`config.mk`:
```
export PLATFORM = sky130hd
export DESIGN_NAME = fsmc_txn_scheduler
export DESIGN_NICKNAME = d
export VERILOG_FILES = /design/src/rtl/fsmc_txn_scheduler.sv
export SDC_FILE = /design/constraint.sdc
export NUM_CORES = 1
export LEC_CHECK = 0
export ABC_AREA = 1
export ABC_CLOCK_PERIOD_IN_PS = 2260
export CORE_ASPECT_RATIO = 0.9
export CORE_MARGIN = 2
export CORE_UTILIZATION = 39
export DETAILED_ROUTE_END_ITERATION = 6
export HOLD_SLACK_MARGIN = 0.08
export PLACE_DENSITY = 0.76
export SLEW_MARGIN = 20
export SYNTH_ARGS = -nofsm -noshare
export SYNTH_HDL_FRONTEND = slang
export SYNTH_SLANG_ARGS = --single-unit
```
`constraint.sdc`:
```
create_clock -name clk -period 2.26 [get_ports clk]
set_input_delay 0.452 -clock clk [delete_from_list [all_inputs] [get_ports clk]]
set_output_delay 0.452 -clock clk [all_outputs]
set_load 0.02 [all_outputs]
```
`src/rtl/fsmc_txn_scheduler.sv`:
```
// Transaction scheduler on the user side of the FSMC interface: converts cs/state/rd_data into
// per-slave address, write and read-request handshakes, with a per-phase watchdog and error count.
module fsmc_txn_scheduler #(
  parameter int unsigned            DATA_WIDTH   = 16,
  parameter int unsigned            NUM_SLAVES   = 4,
  parameter int unsigned            TIMEOUT      = 64,
  parameter logic [DATA_WIDTH-1:0]  DEFAULT_DATA = 16'hDEAD
) (
  input  logic                                  clk,
  input  logic                                  reset,
  input  logic [NUM_SLAVES-1:0]                 if_cs,
  input  logic                                  if_state,
  input  logic [DATA_WIDTH-1:0]                 if_rd_data,
  output logic [DATA_WIDTH-1:0]                 bus_rd_data,
  output logic                                  bus_rd_ready,
  output logic [NUM_SLAVES-1:0]                 slv_sel,
  output logic [DATA_WIDTH-1:0]                 slv_addr,
  output logic                                  slv_wr_en,
  output logic [DATA_WIDTH-1:0]                 slv_wr_data,
  output logic                                  slv_rd_req,
  input  logic [NUM_SLAVES-1:0]                 slv_rd_valid,
  input  logic [NUM_SLAVES-1:0][DATA_WIDTH-1:0] slv_rd_data,
  output logic                                  busy,
  output logic [7:0]                            err_count
);

  localparam int unsigned CntW = $clog2(TIMEOUT + 1);

  typedef enum logic [2:0] {StIdle, StRdReq, StRdWait, StRdHold, StWrWait} state_e;

  state_e                  state_q, state_d;
  logic [NUM_SLAVES-1:0]   if_cs_q;
  logic [CntW-1:0]         cnt_q, cnt_d;
  logic [NUM_SLAVES-1:0]   sel_q;
  logic [DATA_WIDTH-1:0]   addr_q;
  logic [DATA_WIDTH-1:0]   rd_data_q;
  logic                    wr_en_q;
  logic [DATA_WIDTH-1:0]   wr_data_q;
  logic [7:0]              err_q;

  logic                    cs_rise, cs_fall, cs_onehot, start, timeout;
  logic [NUM_SLAVES-1:0]   cs_minus_one;
  logic                    valid_sel;
  logic [DATA_WIDTH-1:0]   data_sel;
  logic                    new_txn, rd_load, wr_fire, err_inc;
  logic [DATA_WIDTH-1:0]   rd_load_data;

  assign cs_rise      = (if_cs_q == '0) && (if_cs != '0);
  assign cs_fall      = (if_cs_q != '0) && (if_cs == '0);
  assign cs_minus_one = if_cs - NUM_SLAVES'(1);
  assign cs_onehot    = (if_cs != '0) && ((if_cs & cs_minus_one) == '0);
  assign timeout      = (cnt_q == CntW'(TIMEOUT));
  // Outside IDLE any new non-zero cs value (re-select or rise after a drop) starts over.
  assign start        = (state_q == StIdle) ? cs_rise : ((if_cs != '0) && (if_cs != if_cs_q));

  always_comb begin
    valid_sel = 1'b0;
    data_sel  = '0;
    for (int i = 0; i < int'(NUM_SLAVES); i++) begin
      if (sel_q[i]) begin
        valid_sel = slv_rd_valid[i];
        data_sel  = slv_rd_data[i];
      end
    end
  end

  // State register
  always_ff @(posedge clk or posedge reset) begin
    if (reset) begin
      state_q <= StIdle;
    end else begin
      state_q <= state_d;
    end
  end

  // Next-state and datapath controls
  always_comb begin
    state_d      = state_q;
    new_txn      = 1'b0;
    rd_load      = 1'b0;
    rd_load_data = data_sel;
    wr_fire      = 1'b0;
    err_inc      = 1'b0;
    if (start) begin
      err_inc = (state_q != StIdle);
      if (cs_onehot) begin
        new_txn = 1'b1;
        state_d = if_state ? StRdReq : StWrWait;
      end else begin
        err_inc = 1'b1;
        state_d = StIdle;
      end
    end else begin
      unique case (state_q)
        StIdle:   state_d = StIdle;
        StRdReq:  state_d = StRdWait;
        StRdWait: begin
          if (valid_sel) begin
            rd_load = 1'b1;
            state_d = StRdHold;
          end else if (timeout) begin
            rd_load      = 1'b1;
            rd_load_data = DEFAULT_DATA;
            err_inc      = 1'b1;
            state_d      = StRdHold;
          end
        end
        StRdHold: begin
          if (cs_fall) begin
            state_d = StIdle;
          end else if (timeout) begin
            err_inc = 1'b1;
            state_d = StIdle;
          end
        end
        StWrWait: begin
          if (cs_fall) begin
            wr_fire = 1'b1;
            state_d = StIdle;
          end else if (timeout) begin
            err_inc = 1'b1;
            state_d = StIdle;
          end
        end
        default:  state_d = StIdle;
      endcase
    end
    // Watchdog restarts on every state entry, including re-entry by re-select.
    if ((state_d != state_q) || new_txn || (state_q == StIdle)) begin
      cnt_d = '0;
    end else begin
      cnt_d = cnt_q + CntW'(1);
    end
  end

  always_ff @(posedge clk or posedge reset) begin
    if (reset) begin
      if_cs_q   <= '0;
      cnt_q     <= '0;
      sel_q     <= '0;
      addr_q    <= '0;
      rd_data_q <= '0;
      wr_en_q   <= 1'b0;
      wr_data_q <= '0;
      err_q     <= '0;
    end else begin
      if_cs_q <= if_cs;
      cnt_q   <= cnt_d;
      wr_en_q <= wr_fire;
      if (new_txn) begin
        sel_q  <= if_cs;
        addr_q <= if_rd_data;
      end else if (state_d == StIdle) begin
        sel_q <= '0;
      end
      if (rd_load) rd_data_q <= rd_load_data;
      if (wr_fire) wr_data_q <= if_rd_data;
      if (err_inc && (err_q != 8'hFF)) err_q <= err_q + 8'd1;
    end
  end

  // Outputs
  always_comb begin
    busy         = (state_q != StIdle);
    slv_rd_req   = (state_q == StRdReq);
    bus_rd_ready = (state_q == StRdHold);
    bus_rd_data  = rd_data_q;
    slv_sel      = sel_q;
    slv_addr     = addr_q;
    slv_wr_en    = wr_en_q;
    slv_wr_data  = wr_data_q;
    err_count    = err_q;
  end

endmodule
```
; After elaboration in Yosys (flattened, before gate mapping)
; Index checks and enable logic that the tools add are counted.
[totals]
ff_bits = 75
input_bits = 91
output_inout_bits = 64
elab_cells = 76
[classes]
add_sub_neg = 3
eq_ne = 8
mux = 38
n_bitwise = 1
reduce_logical = 17
[ops]
columns = operator, n
row1 = $mux W16, 8
row2 = $mux W3, 7
row3 = $mux W1, 18
row4 = $logic_not A4 Y1, 3
row5 = $pmux W3 S3, 1
row6 = $add A8 B1 Y8 const B, 1
row7 = $mux W4, 2
row8 = $ne A8 B8 Y1 const B, 1
row9 = $reduce_bool A4 Y1, 2
row10 = $add A7 B1 Y7 const B, 1
row11 = $eq A7 B7 Y1 const B, 1
row12 = $mux W7, 1
row13 = $eq A3 B2 Y1 const B, 2
row14 = $logic_not A3 Y1, 2
row15 = $logic_and A1 B1 Y1, 5
row16 = $and A4 B4 Y4, 1
row17 = $ne A4 B4 Y1, 1
row18 = $sub A4 B1 Y4 const B, 1
row19 = $eq A3 B1 Y1 const B, 1
row20 = $eq A3 B3 Y1 const B, 1
row21 = $ne A3 B3 Y1, 1
row22 = $reduce_bool A3 Y1, 1
row23 = $logic_or A1 B1 Y1, 2
row24 = $pmux W1 S2, 1
row25 = other kinds (2), 2

; Depth between registers and ports, before layout
[logic_depth]
depth_word = 11
depth_mapped = 14
mapped_depth_nobuf = 14

; Worst setup path after synthesis
; Ideal clock, no wire load.
[synth_timing]
path_type = register -> register
startpoint = reg sel_q[3], in the netlist slv_sel[3]
endpoint = reg rd_data_q[0], in the netlist bus_rd_data[0]
setup_ns = 0.119
arrival_ns = 1.530
t_required_ns = 2.141
slack_ns = 0.610
path_stages_with_launch = 10
path_buffers = 1
synth_period_minus_slack_ns = 1.650
cell_sequence = dfrtp_1 inv_1 or2_2 nand3_1 nand2_1 nand2_2 inv_2 buf_6 o22ai_1 inv_1
[synth_via]
elab_chain_len = 5
word_cells_on_any_way = 9
cone_classes = 9 x mux
[synth_rtl]
columns = item, line_no
row1 = start: declaration, 34  ; logic [NUM_SLAVES-1:0] sel_q;
row2 = start signal: assignment, 151  ; sel_q <= if_cs;
row3 = $mux W16, 60  ; if (sel_q[i]) begin
row4 = $mux W16, 101  ; end else if (timeout) begin
row5 = $mux W16, 98  ; if (valid_sel) begin
row6 = $mux W16, 94  ; unique case (state_q)
row7 = $mux W16, 84  ; if (start) begin
row8 = end signal: assignment, 156  ; if (rd_load) rd_data_q <= rd_load_data;
row9 = end: declaration, 36  ; logic [DATA_WIDTH-1:0] rd_data_q;
; Several ways; a longest one is shown, not always the timed one.
; A chain may end at the register's enable or synchronous reset.

; Final worst setup path
[layout_timing]
startpoint = reg state_q[1]
endpoint = out slv_rd_req
[layout_via]
elab_chain_len = 1
[layout_rtl]
columns = item, line_no
row1 = start: declaration, 31  ; state_e state_q, state_d;
row2 = start signal: assignment, 70  ; state_q <= StIdle;
row3 = start signal: assignment, 72  ; state_q <= state_d;
row4 = $eq A3 B1 Y1, 165  ; slv_rd_req = (state_q == StRdReq);
row5 = end: declaration, 20  ; output logic slv_rd_req,
; No other way between the ends.

==> impl_metrics.toml <==
[power]
p_per_area_nw_per_um2 = 1200
internal_power_mw = 4.09
p_clk_share_pct = 16.6
power.total_mw = 6.97
p_leak_nw = 2.75
switchingPower_mw = 2.88
irDropWorstVdd_uv = 675
seqPwrFrac_pct = 31.9
combinationalPowerShare_pct = 51.5
p_sw_share_pct = 41.3

[timing]
slew-limit-headroom_pct = 69.5
fin_crit_ns = 2.17
finalCritPeriodShare_pct = 95.9
worst_hold_slack_ns = 0.488
rsz0062_at_grt = "no"
setup_viol = 0
fmax_ghz = 0.461
hold_viol = 0
worst_slew_pin_slew_ns = 0.458
clock_skew_ns = 0.00962
finalMaxSlewViolations = 0

[synth]
netlist_area_um2 = 3860
syn-num-nets = 581
synth-seq-area-share_pct = 48.7
avgSynthCellArea_um2 = 7.92
ys_types = 34
synth_cells = 487
ys_seq_elements = 75
yosysWarnings = 0

[cells_and_area]
final_cell_mix = "clkdlybuf4s50_1, nand2_1, dfrtp_1"
syn2layout_area_growth_pct = 50.6
ff_latch_area_um2 = 1880
final_common_cell = "clkdlybuf4s50_1"
fillCellCount = 887
stdcell_area_um2 = 5810
layout-drive-gt1-share_pct = 8.31
multiInputGateArea_um2 = 1630
final_nets = 739
antenna_cells = 0
stdcell_count = 776

[routing]
wl_per_cell_um = 13.7
drtPass1Iterations = 4
routed_wl_mm = 10.6
drt-initial-drc-count = 223
viasPerCell = 4.88
ant_nets = 0
route.detailed.drc = 0
num_vias = 3786

[worst_setup_path]
worstReg2RegStart = "slv_sel[1]"
ff2ff_setup_slack_ns = 0.41
endpoint_kind = "output pin"
crit_type = "reg2out"
cp_max_fo = 5
worst_setup_path_start_kind = "flip-flop"
startpoint = "state_q[1]"
critPathArrivalTime_ns = 1.72
required_ns = 1.81

[place]
place.gp.congestion = 0.879
detailed_place_hpwl_mm = 8.04
dpl-instance-area_um2 = 5590
dp_cells = 760
io_buffers = 154

[floorplan]
io_pins = 155
dieArea_um2 = 10700
rows = 34
die_h_um = 98.4
core_um2 = 9660
dieWidth_um = 109
start_util_pct = 39.9

[clocking]
post-cts-setup-buffers = 0
root_buffer = "clkbuf_8"
clk_pin_slew_ns = 0.08
htree_levels = 3
cts_tree = "done"
clk_path_buf_depth = 2
cts_resized = 0
cts_hold_buf = 0
cts.sinks = 75
clock_latency_ns = 0.35
cts_buffers = 9

[global_route]
first_global_vias = 3716
antenna_found_initial = 0
grt_max_degree = 76
grt_pass1_wl_mm = 17.5
overflow = 0
track_usage_pct = 20.3

[hold_path]
hold_path_class = "reg2reg"
min-delay-start = "slv_addr[15]"

[run_status]
status = "complete, no violations"

[flow_run]
maxCapViolCount = 0
## routing by layer
layer	wire length [µm]	share of wire [%]	up-vias	GRT usage, %
li1	-	-	1880	-
met1	4780	45	1802	27.9
met2	5240	49	93	32.8
met3	499	4.7	11	4.27
met4	102	0.96	0	5.23
met5	0	0	-	0
## worst max-delay path, cell delays in order (launching register included)
cell and delay (ns):
dfrtp_1 0.45, inv_1 0.14, nand3_1 0.08, inv_1 0.08, clkdlybuf4s50_1 0.61
## power by group through the flow
stage                     Combinational, mW  Sequential (mW)  Clock [mW]
after floorplan                        1.51             2.76           0
after global placement                 3.53             2.22           0
after detailed placement               3.61             2.25           0
after CTS                              3.63             2.23        1.18
after global routing                   3.92             2.29        1.24
final                                  3.59             2.22        1.16
## layout make-up
class,count,area share [%]
multi-input cells,324,28.0
clock buffers,9,2.13
inverters,68,4.46
well taps,126,2.71
flip-flops and latches,75,32.3
repair buffers,167,28.7
clock inverters,7,1.70
## synth_stat cells, drive strengths merged
master / count / area [µm²]
a211oi: 1 / 7.51
o31ai: 1 / 7.51
o22ai: 9 / 56.3
nand2: 128 / 503
inv: 68 / 255
nor3: 1 / 10.0
nand4: 5 / 31.3
ha: 3 / 37.5
or2: 3 / 18.8
xor2: 6 / 52.6
o21ai: 79 / 410
nand3b: 2 / 15.0
dfrtp: 75 / 1880
a21oi: 20 / 111
xnor2: 5 / 43.8
buf: 6 / 45.0
nand3: 37 / 220
clkbuf: 14 / 52.6
a31oi: 2 / 12.5
nor2: 21 / 83.8
nor4: 1 / 6.26
## kinds of logic (layout without fill, tap and decap cells)
| kind of cell | after synthesis | after routing | synth area share, % |
|---|---|---|---|
| AOI/OAI and AO/OA | 112 | 112 | 15.7 |
| buffers and inverters | 88 | 251 | 9.15 |
| xor gates and xnor gates | 11 | 11 | 2.50 |
| and+or+nand+nor | 198 | 198 | 23.0 |
| adders and majority gates | 3 | 3 | 0.973 |
| DFF | 75 | 75 | 48.7 |
## state kept, by name (all words and copies together) (netlist names)
name and flops:
state_q 3, slv_sel 4, slv_addr 16, err_count 8, if_cs_q 4, slv_wr_data 16, bus_rd_data 16, cnt_q 7
slv_wr_en 1
## worst paths after layout
| kind | to | depth (start not counted) |
|---|---|---|
| setup / recovery | slv_rd_req | 4 |
| hold / removal | slv_addr[15] | 2 |
| setup reg to reg | err_count[3] | 9 |
| hold reg to reg | slv_addr[15] | 2 |
| max in group asynchronous | if_cs_q[1] | 3 |
| min in group asynchronous | slv_wr_data[12] | 3 |
## metrics by stage
stage	utilization (%)	worst slack [ns]	TNS, ns
2_1_floorplan	-	0.610	0
3_3_place_gp	57.8	0.00393	0
3_5_place_dp	57.8	-0.0720	-0.235
4_1_cts	60.1	0.0840	0
5_1_grt	60.1	0.0299	0
6_report	60.1	0.0916	0
No activity file was read; power rests on OpenSTA's default activity.
